--- src/rtl/universal_shift_reg.sv ---
// WIDTH-bit universal shift register: parallel load, counted serial burst
// with stall, and a one-cycle done pulse.
module usr_bit_cell #(
  parameter logic RST_BIT = 1'b0
) (
  input  logic clk,
  input  logic reset,
  input  logic load_en,
  input  logic shift_en,
  input  logic d_bit,
  input  logic shift_bit,
  output logic q_bit
);
  always_ff @(posedge clk) begin
    if (reset)         q_bit <= RST_BIT;
    else if (load_en)  q_bit <= d_bit;
    else if (shift_en) q_bit <= shift_bit;
  end
endmodule

module universal_shift_reg #(
  parameter int               WIDTH       = 8,
  parameter bit               MSB_FIRST   = 1'b1,
  parameter logic [WIDTH-1:0] RESET_VALUE = '0
) (
  input  logic             clk,
  input  logic             reset,
  input  logic [WIDTH-1:0] d,
  input  logic             load,
  input  logic             start,
  input  logic             stall,
  input  logic             ser_in,
  output logic             ser_out,
  output logic [WIDTH-1:0] q,
  output logic             busy,
  output logic             done
);
  localparam int CW = $clog2(WIDTH + 1);

  typedef enum logic {IDLE, SHIFT} state_t;

  state_t           state, state_n;
  logic [CW-1:0]    cnt, cnt_n;
  logic             done_r, done_n;
  logic             load_en, shift_en;
  logic [WIDTH-1:0] shift_src;

  always_comb begin
    state_n  = state;
    cnt_n    = cnt;
    done_n   = 1'b0;
    load_en  = 1'b0;
    shift_en = 1'b0;
    case (state)
      IDLE: begin
        if (start) begin
          load_en = 1'b1;
          cnt_n   = '0;
          state_n = SHIFT;
        end else if (load) begin
          load_en = 1'b1;
        end
      end
      SHIFT: begin
        // start/load are deliberately dropped while a burst is running
        if (!stall) begin
          shift_en = 1'b1;
          if (cnt == CW'(WIDTH - 1)) begin
            state_n = IDLE;
            cnt_n   = '0;
            done_n  = 1'b1;
          end else begin
            cnt_n = cnt + 1'b1;
          end
        end
      end
      default: state_n = IDLE;
    endcase
  end

  always_ff @(posedge clk) begin
    if (reset) begin
      state  <= IDLE;
      cnt    <= '0;
      done_r <= 1'b0;
    end else begin
      state  <= state_n;
      cnt    <= cnt_n;
      done_r <= done_n;
    end
  end

  generate
    if (MSB_FIRST) begin : g_msb
      assign shift_src = {q[WIDTH-2:0], ser_in};
      assign ser_out   = q[WIDTH-1];
    end else begin : g_lsb
      assign shift_src = {ser_in, q[WIDTH-1:1]};
      assign ser_out   = q[0];
    end
  endgenerate

  genvar i;
  generate
    for (i = 0; i < WIDTH; i++) begin : g_cell
      usr_bit_cell #(.RST_BIT(RESET_VALUE[i])) u_cell (
        .clk      (clk),
        .reset    (reset),
        .load_en  (load_en),
        .shift_en (shift_en),
        .d_bit    (d[i]),
        .shift_bit(shift_src[i]),
        .q_bit    (q[i])
      );
    end
  endgenerate

  assign busy = (state == SHIFT);
  assign done = done_r;
endmodule

--- config.mk ---
export PLATFORM = sky130hd
export DESIGN_NAME = universal_shift_reg
export DESIGN_NICKNAME = d
export VERILOG_FILES = /design/src/rtl/universal_shift_reg.sv
export SDC_FILE = /design/constraint.sdc
export NUM_CORES = 1
export LEC_CHECK = 0
export CAP_MARGIN = 20
export CORE_MARGIN = 4
export CORE_UTILIZATION = 42
export DETAILED_ROUTE_END_ITERATION = 12
export PLACE_DENSITY = 0.76
export SYNTH_ARGS = -nofsm -noshare
export SYNTH_HDL_FRONTEND = slang
export SYNTH_SLANG_ARGS = --single-unit
--- constraint.sdc ---
create_clock -name clk -period 1.4 [get_ports clk]
set_input_delay 0.28 -clock clk [delete_from_list [all_inputs] [get_ports clk]]
set_output_delay 0.28 -clock clk [all_outputs]
set_load 0.05 [all_outputs]
==> flow_summary.yaml <==
sta:
  hold_viol: 0
  final.setup.worst_slack_ps: 134
  worst_pin_slew_ps: 329
  setup_tns_ps: 0
  setup_viol: 0
  finalCritPeriodShare: 0.904
  slew_viol_final: 0
  maxSlewHeadroom: 0.780
  hold_slack_ps: 438
  worst_clock_skew_ps: 1.83
  min_period_ps: 1270
  rsz0062_at_grt: "no"
  max_freq_mhz: 790
routing:
  ant_nets: 0
  drt_iter0_markers: 8
  top_layer_used: "met3"
  wire_per_inst_um: 12.8
  dr_wl_met3_um: 108
  vias: 618
  wl_met2_um: 770
  via_per_inst: 5.28
  wl_met1_um: 624
  first_pass_iters: 4
  wirelength_mm: 1.50
  drc: 0
cts:
  hold_buffers: 0
  cts-resized-gates: 0
  postCtsSetupRepairBufs: 0
  clock_sinks: 14
  cts_buffer_depth: 2
  clockRootBuffer: "clkbuf_4"
  h-tree-depth: 1
  cts_tree: "yes"
  clkTransAtPathRegs_ps: 80
  insertion_delay_ps: 270
  numCtsBuffers: 3
placed_design:
  numPortBuffers: 24
  place.gp.congestion: 0.803
  pre_cts_ws_ps: -275
power:
  ir_drop_mv: 0.559
  total_power_mw: 1.09
  p_leak_nw: 0.439
  powerDensity_nw_per_um2: 1010
worst_setup_path:
  crit_path_max_fanout: 4
  crit_type: "flop to flop"
  worst_setup_path_start_kind: "flop"
  end_kind: "flop"
  cp.required_ps: 1610
  crit_arrival_ps: 1470
layout:
  drive_above_1_share: 0.347
  layout_common_cells: "dfxtp_1, a21oi_1, clkdlybuf4s50_1, buf_12"
  nNetsFinal: 117
  layout_commonest_cell: "dfxtp_1"
  areaGrowthSynthToFinish_pct: 61.0
  antenna_cells: 0
  final_core_util: 0.721
floorplanning:
  die_y_um: 48.1
  die_area_um2: 2310
  start_util: 0.448
  top_level_ports: 25
  row_count: 14
  die_x_um: 48.1
  coreArea_um2: 1510
yosys:
  synth_top_family_by_area: "compound AO/OA/AOI/OAI gates"
  synth.area.mux_share: 0
  ys_ff_latch: 14
  syn_inst: 76
  syn_area_per_cell_um2: 8.87
  synth_compound_area_frac: 0.278
  synth_simple_gate_area_share: 0.141
  yosys.area_share.adder: 0.0186
  synth_area_um2: 674
  yosysSeqAreaShare: 0.416
  syn_nets: 91
  synth_xor_area_frac: 0
  ys_warn_count: 0
  yosysUniqueCellTypes: 21
global_route:
  grt_overflow: 0
  grt_pass1_vias: 615
  grt_usage: 0.146
  grt_first_pass_wirelength_mm: 2.37
  antenna_found_initial: 0
  grt_max_degree: 15
min_path:
  hp-class: "input port to flop"
run_status:
  status: "completed"
run:
  maxCapViolCount: 0
through the flow:
step	std cells	instance area (um^2)
5_1_grt	117	1090
6_report	117	1090
3_5_place_dp	113	1040
3_3_place_gp	113	1040
2_1_floorplan	76	676
4_1_cts	117	1080
where the power goes:
part           internal [mW]  leakage, nW  switching [mW]
Clock                  0.158       0.0210           0.125
Combinational          0.186        0.302           0.161
Sequential             0.425        0.116          0.0381
Total                  0.769        0.439           0.324
sequential cells by signal (all words and copies together), names as in the netlist:
register,cells
g_cell.u_cell.q_bit,8
done,1
busy,1
cnt,4
cell usage after synthesis:
cell type | instances | area (um^2)
dfxtp_1 | 14 | 280
a21oi_1 | 12 | 60.1
buf_4 | 8 | 60.1
inv_1 | 8 | 30.0
o221a_2 | 8 | 90.1
nor3_1 | 4 | 20.0
o21ai_0 | 4 | 20.0
nor2_1 | 3 | 11.3
nand3_1 | 2 | 10.0
nand3b_1 | 2 | 15.0
a31oi_1 | 1 | 6.26
and2_1 | 1 | 6.26
buf_2 | 1 | 5.00
clkbuf_1 | 1 | 3.75
ha_1 | 1 | 12.5
nand2_1 | 1 | 3.75
nand2b_1 | 1 | 6.26
nand2b_2 | 1 | 8.76
nor2b_1 | 1 | 6.26
o21bai_2 | 1 | 11.3
or4_1 | 1 | 7.51
worst max-delay path, stage by stage (launching register included):
cell     delay (ps)
dfxtp_1         340
ha_2            210
or4_1           500
a31oi_1         160
metal layers:
layer,track usage,vias up
met4,0.0860,0
li1,-,317
met5,0,-
met3,0.0376,0
met2,0.256,17
met1,0.156,284
logic make-up after synthesis:
family | count (synthesis)
DFF | 14
buffers and inverters | 18
adders and majority gates | 1
and+or+nand+nor | 17
AOI/OAI and AO/OA | 26
final timing paths:
kind	from	end	slack (ps)	cells past startpoint
setup / recovery	cnt[0]	cnt[3]	130	3
hold / removal	stall	done	440	4
setup reg to reg	cnt[0]	cnt[3]	130	3
hold reg to reg	cnt[1]	cnt[1]	500	2
cell type report:
cell class / count / area (um^2)
Sequential cell: 14 / 282
Multi-Input combinational cell: 44 / 300
Timing Repair Buffer: 31 / 418
Tap cell: 16 / 20.0
Clock buffer: 4 / 36.3
Inverter: 8 / 30.0
Fill cell: 116 / 420
Power figures use the tool's default switching activity.
==> RTL edit 1: new RTL, same settings <==
The parameter `WIDTH` goes from 8 to 32.
--- a/src/rtl/universal_shift_reg.sv
+++ b/src/rtl/universal_shift_reg.sv
@@ -19,7 +19,7 @@
 endmodule
 
 module universal_shift_reg #(
-  parameter int               WIDTH       = 8,
+  parameter int               WIDTH       = 32,
   parameter bit               MSB_FIRST   = 1'b1,
   parameter logic [WIDTH-1:0] RESET_VALUE = '0
 ) (
Ports: changed (resized d and q); port bits go from 25 to 73. No check against the original RTL was run, so the function may have changed too.
==> RTL edit 1 against the unedited design <==
- power grew to 3.1 times the old value
- synthesized area grew to 2.9 times the old value
- fmax fell by 7.5%
- cell area rose to 2.9 times the old value
- first-iteration DRC count increased to 15 times the old value
- sequential power grew to 2.9 times the old value
- non-clock buffer count up 59
- wire length rose to 3.7 times the old value
- sequential cell count grew 26
- sequential share of layout area down 0.066 points
- die area is 150% higher
- worst setup slack got worse by 0.10 ns
- critical endpoint is now cnt[5]
- highest routed layer is now met4
==> RTL edit 1: results (changes against the unedited design) <==
logic_synthesis:
  dominantRegCellSynth: "dfxtp_1"
  synth_area_leaders: "dfxtp_1 41%, buf_4 13%, a22oi_1 11%"
  ys_warn_count: 0  # unchanged
  syn_nets: 265  # +190%
  synthDistinctLibCells: 32  # +52%
  yosysSeqAreaShare_pct: 41.2  # -0.32 points
  synth_commonest_cells: "40 x dfxtp_1, 33 x buf_4, 32 x a21oi_1"
  postSynthCellCount: 226  # +200%
  ys_async_sr_fraction_pct: 0  # unchanged
global_route:
  grt_pass1_vias: 1829  # +200%
  grt_pass1_wl_um: 8830  # +270%
  track_usage_pct: 18.7  # +4.1 points
  grt_antenna_before_repair: 0  # unchanged
  grt_max_degree: 33  # +18
run_status:
  outcome: "finished, final reports clean"
pwr:
  swShare_pct: 29.9  # +0.30 points
  leakagePower_nw: 1.17  # +170%
  vdd_ir_drop_max_v: 0.000516  # -7.7%
drt:
  wl_per_cell_um: 16.9  # +31%
  vias: 1876  # +200%
  dr.pass1.iters: 4  # unchanged
  finalWirelength_um: 5500  # +270%
  drtIter0Drc: 123  # +115
place:
  placed_area_mm2: 0.00293  # +180%
  numPortBuffers: 72  # +200%
  dp_slack_ns: -0.309  # -0.0344 ns
  dp.cells: 318  # +180%
  dp_hpwl_um: 3750
  gp_congestion: 0.788  # -1.9%
cts:
  numCtsBuffers: 5  # +2
  clk_pin_slew_worst_paths_ns: 0.08  # about the same
  clock-root-buffer: "clkbuf_8"
  htree_levels: 2  # +1
  clock_path_buffers: 2  # unchanged
  worstSkewPairLatency_ns: 0.29  # +0.02 ns
setup_path:
  arrival_ns: 1.60  # +0.13 ns
  crit_fanout: 4  # unchanged
  critical_path.max_stage_delay_ns: 0.45  # -0.05 ns
  crit_slowest_cell: "or4b_1"
sta:
  clock_skew_ns: 0.00424  # +0.00241 ns
  worst-slew-pin-transition_ns: 0.328  # -0.000827 ns
layout:
  drive_gt1_share_pct: 26.3  # -8.4 points
  antenna_cells: 0  # unchanged
  nets: 312  # +170%
  top_regs: "g_cell.u_cell.q_bit: 32 flops, cnt: 6 flops"
worst_hold_path:
  worstHoldPathType: "in2reg"
## RTL edit 1: changes by cell type after synthesis, moves of 8 or more
cell / delta
buf_4: +25
clkbuf_1: +9
a21oi_1: +20
dfxtp_1: +26
a22oi_1: +28
o221a_2: -8
nand3_1: +29
## RTL edit 1: stage by stage
| stage | util, % | TNS (ns) | hold slack (ns) |
|---|---|---|---|
| after global routing | 70.4 | 0 | 0.533 |
| final | 70.4 | 0 | 0.494 |
| after global placement | 66.3 | -7.27 | 0.488 |
| after floorplan | - | 0 | 0.462 |
| after CTS | 69.6 | 0 | 0.517 |
| after detailed placement | 66.3 | -9.01 | 0.500 |
## RTL edit 1: final timing paths
path	start	endpoint	slack [ns]	depth (start not counted)
hold reg to reg	g_cell[21].u_cell.q_bit	g_cell[21].u_cell.q_bit	0.52	2
hold / removal	stall	cnt[5]	0.49	4
setup / recovery	cnt[1]	cnt[5]	0.03	4
setup reg to reg	cnt[1]	cnt[5]	0.03	4
## RTL edit 1: kinds of logic (layout without fill, tap and decap cells)
family	count (synthesis)	in the layout	share of synthesized area [%]
simple gates	64	64	17.6
flops	40	40	41.2
buf+inv	51	99	17.0
compound gates	70	70	23.5
fa+ha+maj	1	1	0.644
## RTL edit 1: metal layers
metal | wire [µm] | GRT usage (%) | vias to the layer above
met5 | 0 | 0 | -
met4 | 38 | 8.01 | 0
met3 | 338 | 5.32 | 2
met2 | 2760 | 30.5 | 75
met1 | 2370 | 22.9 | 907
li1 | - | - | 892
## RTL edit 1: power by group through the flow
| stage | combinational (mW) | clock (mW) | sequential (mW) |
|---|---|---|---|
| finish | 0.985 | 1.04 | 1.32 |
| global route | 1.03 | 1.09 | 1.33 |
| CTS | 0.982 | 1.05 | 1.32 |
| detailed placement | 0.976 | 0 | 1.34 |
| global placement | 0.966 | 0 | 1.34 |
| floorplan | 0.557 | 0 | 1.30 |
## RTL edit 1: cell type report
cell class / count / area (µm²)
flip-flops and latches: 40 / 803
repair buffers: 90 / 1250
fillers: 307 / 1310
inverters: 1 / 3.75
well taps: 52 / 65.1
clock inverters: 1 / 30.0
multi-input cells: 135 / 855
clock buffers: 7 / 96.3
## RTL edit 1: critical path, delay by kind of cell (launching register included)
family                   cells  cell delay (ns)
AND/OR/NAND/NOR              1             0.45
adder cells (fa/ha/maj)      1             0.20
flip-flops                   1             0.36
AO/OA/AOI/OAI                2             0.30
## RTL edit 1: timing repair
item / CTS / global route
endpoints found under the setup margin: 7 / 8
pin swaps: 1 / 1
setup buffers: 0 / 0
resized for setup: 4 / 8
hold endpoints to repair: 0 / 0
gates cloned: 0 / 0
==> RTL edit 2: new RTL, same flow settings <==
Without the edit above. One comparison of `cnt` changes from == to >=.
--- a/src/rtl/universal_shift_reg.sv
+++ b/src/rtl/universal_shift_reg.sv
@@ -65,7 +65,7 @@
         // start/load are deliberately dropped while a burst is running
         if (!stall) begin
           shift_en = 1'b1;
-          if (cnt == CW'(WIDTH - 1)) begin
+          if (cnt >= CW'(WIDTH - 1)) begin
             state_n = IDLE;
             cnt_n   = '0;
             done_n  = 1'b1;
Behaviour: no difference found for any inputs over 10 cycles, from zero or initial values and one cycle with reset high; that may be too few to reach the edited logic, so the function may still have changed.
==> RTL edit 2 against the unedited design <==
- sequential power is essentially flat
- hold slack improved by 0.073 ns
- cell area decreased by 3.1%
- critical endpoint is now g_cell[3].u_cell.q_bit
- wire length down 0.20%
- synthesized cell count shrank 2.6%
- sequential cell count is the same
- synthesized area increased by 2.8%
- power decreased by 6.6%
- worst setup slack gained 0.0044 ns
==> RTL edit 2: results (changes against the unedited design) <==
run_status:
  outcome: "finished, final reports clean"
global_route:
  grtUsageMet3_pct: 4.29  # +0.54 points
  grt_pass1_wl_um: 2500  # +5.5%
  grt_max_degree: 12  # -3
  grtUsageMet1_pct: 14.3  # -1.3 points
  met2_usage_pct: 22.6  # -3.0 points
  grt_pass1_vias: 597  # -2.9%
  track_usage_pct: 13.0  # -1.6 points
drt:
  drtIter0Drc: 23  # +15
  vias_per_cell: 5.29  # +0.24%
  vias: 593  # -4.0%
  finalWirelength_um: 1500  # -0.20%
logic_synthesis:
  syn_nets: 89  # -2.2%
  synth_commonest_cells: "14 x dfxtp_1, 11 x a21oi_1, 8 x buf_4, 8 x inv_1, 6 x o221a_2"
  synthDistinctLibCells: 25  # +19%
  syn_avg_cell_area_um2: 9.37  # +5.6%
  synth_xor_area_share_pct: 0  # unchanged
  yosysSeqAreaShare_pct: 40.4  # -1.1 points
  synth_area_leaders: "dfxtp_1 40%, o221a_2 9.7%, buf_4 8.7%"
  ys_async_sr_fraction_pct: 0  # unchanged
  netlist_area_um2: 693  # +2.8%
pwr:
  power_frac_seq_pct: 45.2  # +2.8 points
  leakagePower_nw: 0.427  # -2.7%
  powerComb_mw: 0.341  # -1%
  p_int_mw: 0.706  # -8.2%
  vdd_ir_drop_max_v: 0.000511  # -8.6%
  share_comb_of_total_power_pct: 33.4  # +1.7 points
place:
  dp.cells: 109  # -3.5%
  placed_area_mm2: 0.00103  # -1.6%
  gp_congestion: 0.759  # -5.6%
cts:
  clock-root-buffer: "clkbuf_4"
worst_hold_path:
  worstHoldStart: "cnt[1]"
  worstHoldPathType: "reg2reg"
layout:
  drive_gt1_share_pct: 32.3  # -2.4 points
sta:
  worst-slew-pin-transition_ns: 0.323  # -0.00585 ns
setup_path:
  critical_path.max_stage_delay_ns: 0.48  # -0.02 ns
  crit_fanout: 8  # +4
  crit_slowest_cell: "clkdlybuf4s50_1"
  setup.worst_path.start: "stall"
-- RTL edit 2: area by class of cell --
| type | count | area [µm²] |
|---|---|---|
| clock buffer | 3 | 22.5 |
| fill | 125 | 489 |
| inverter | 8 | 30.0 |
| multi-input combinational | 42 | 312 |
| sequential | 14 | 280 |
| tap | 16 | 20.0 |
| timing repair buffer | 29 | 388 |
-- RTL edit 2: per-layer routing --
metal / up-vias / part of all wire (%) / wire length (µm)
met5: - / 0 / 0
met4: 0 / 0.67 / 10
met3: 2 / 7.8 / 117
met2: 19 / 48 / 725
met1: 270 / 43 / 647
li1: 302 / - / -
-- RTL edit 2: cell families after synthesis --
group,after synthesis
adder cells (fa/ha/maj),1
flip-flops,14
AO/OA/AOI/OAI,25
buffers and inverters,18
AND/OR/NAND/NOR,16
-- RTL edit 2: path summary, 6_finish.rpt --
kind | slack (ns) | endpoint | cells after the start
max | 0.14 | g_cell[3].u_cell.q_bit | 4
min | 0.51 | cnt[1] | 2
max reg2reg | 0.16 | cnt[3] | 4
min reg2reg | 0.51 | cnt[1] | 2
-- RTL edit 2: stage by stage --
stage          setup slack (ns)  utilization [%]
2_1_floorplan          0.000110                -
3_3_place_gp             -0.112             66.6
3_5_place_dp             -0.142             66.6
4_1_cts                  0.0433             68.0
5_1_grt                  0.0531             68.3
6_report                  0.139             68.3
-- RTL edit 2: worst max-delay path, delay by kind of cell --
family | cells | cell delay (ns)
buf+inv | 1 | 0.48
simple gates | 2 | 0.47
compound gates | 1 | 0.25
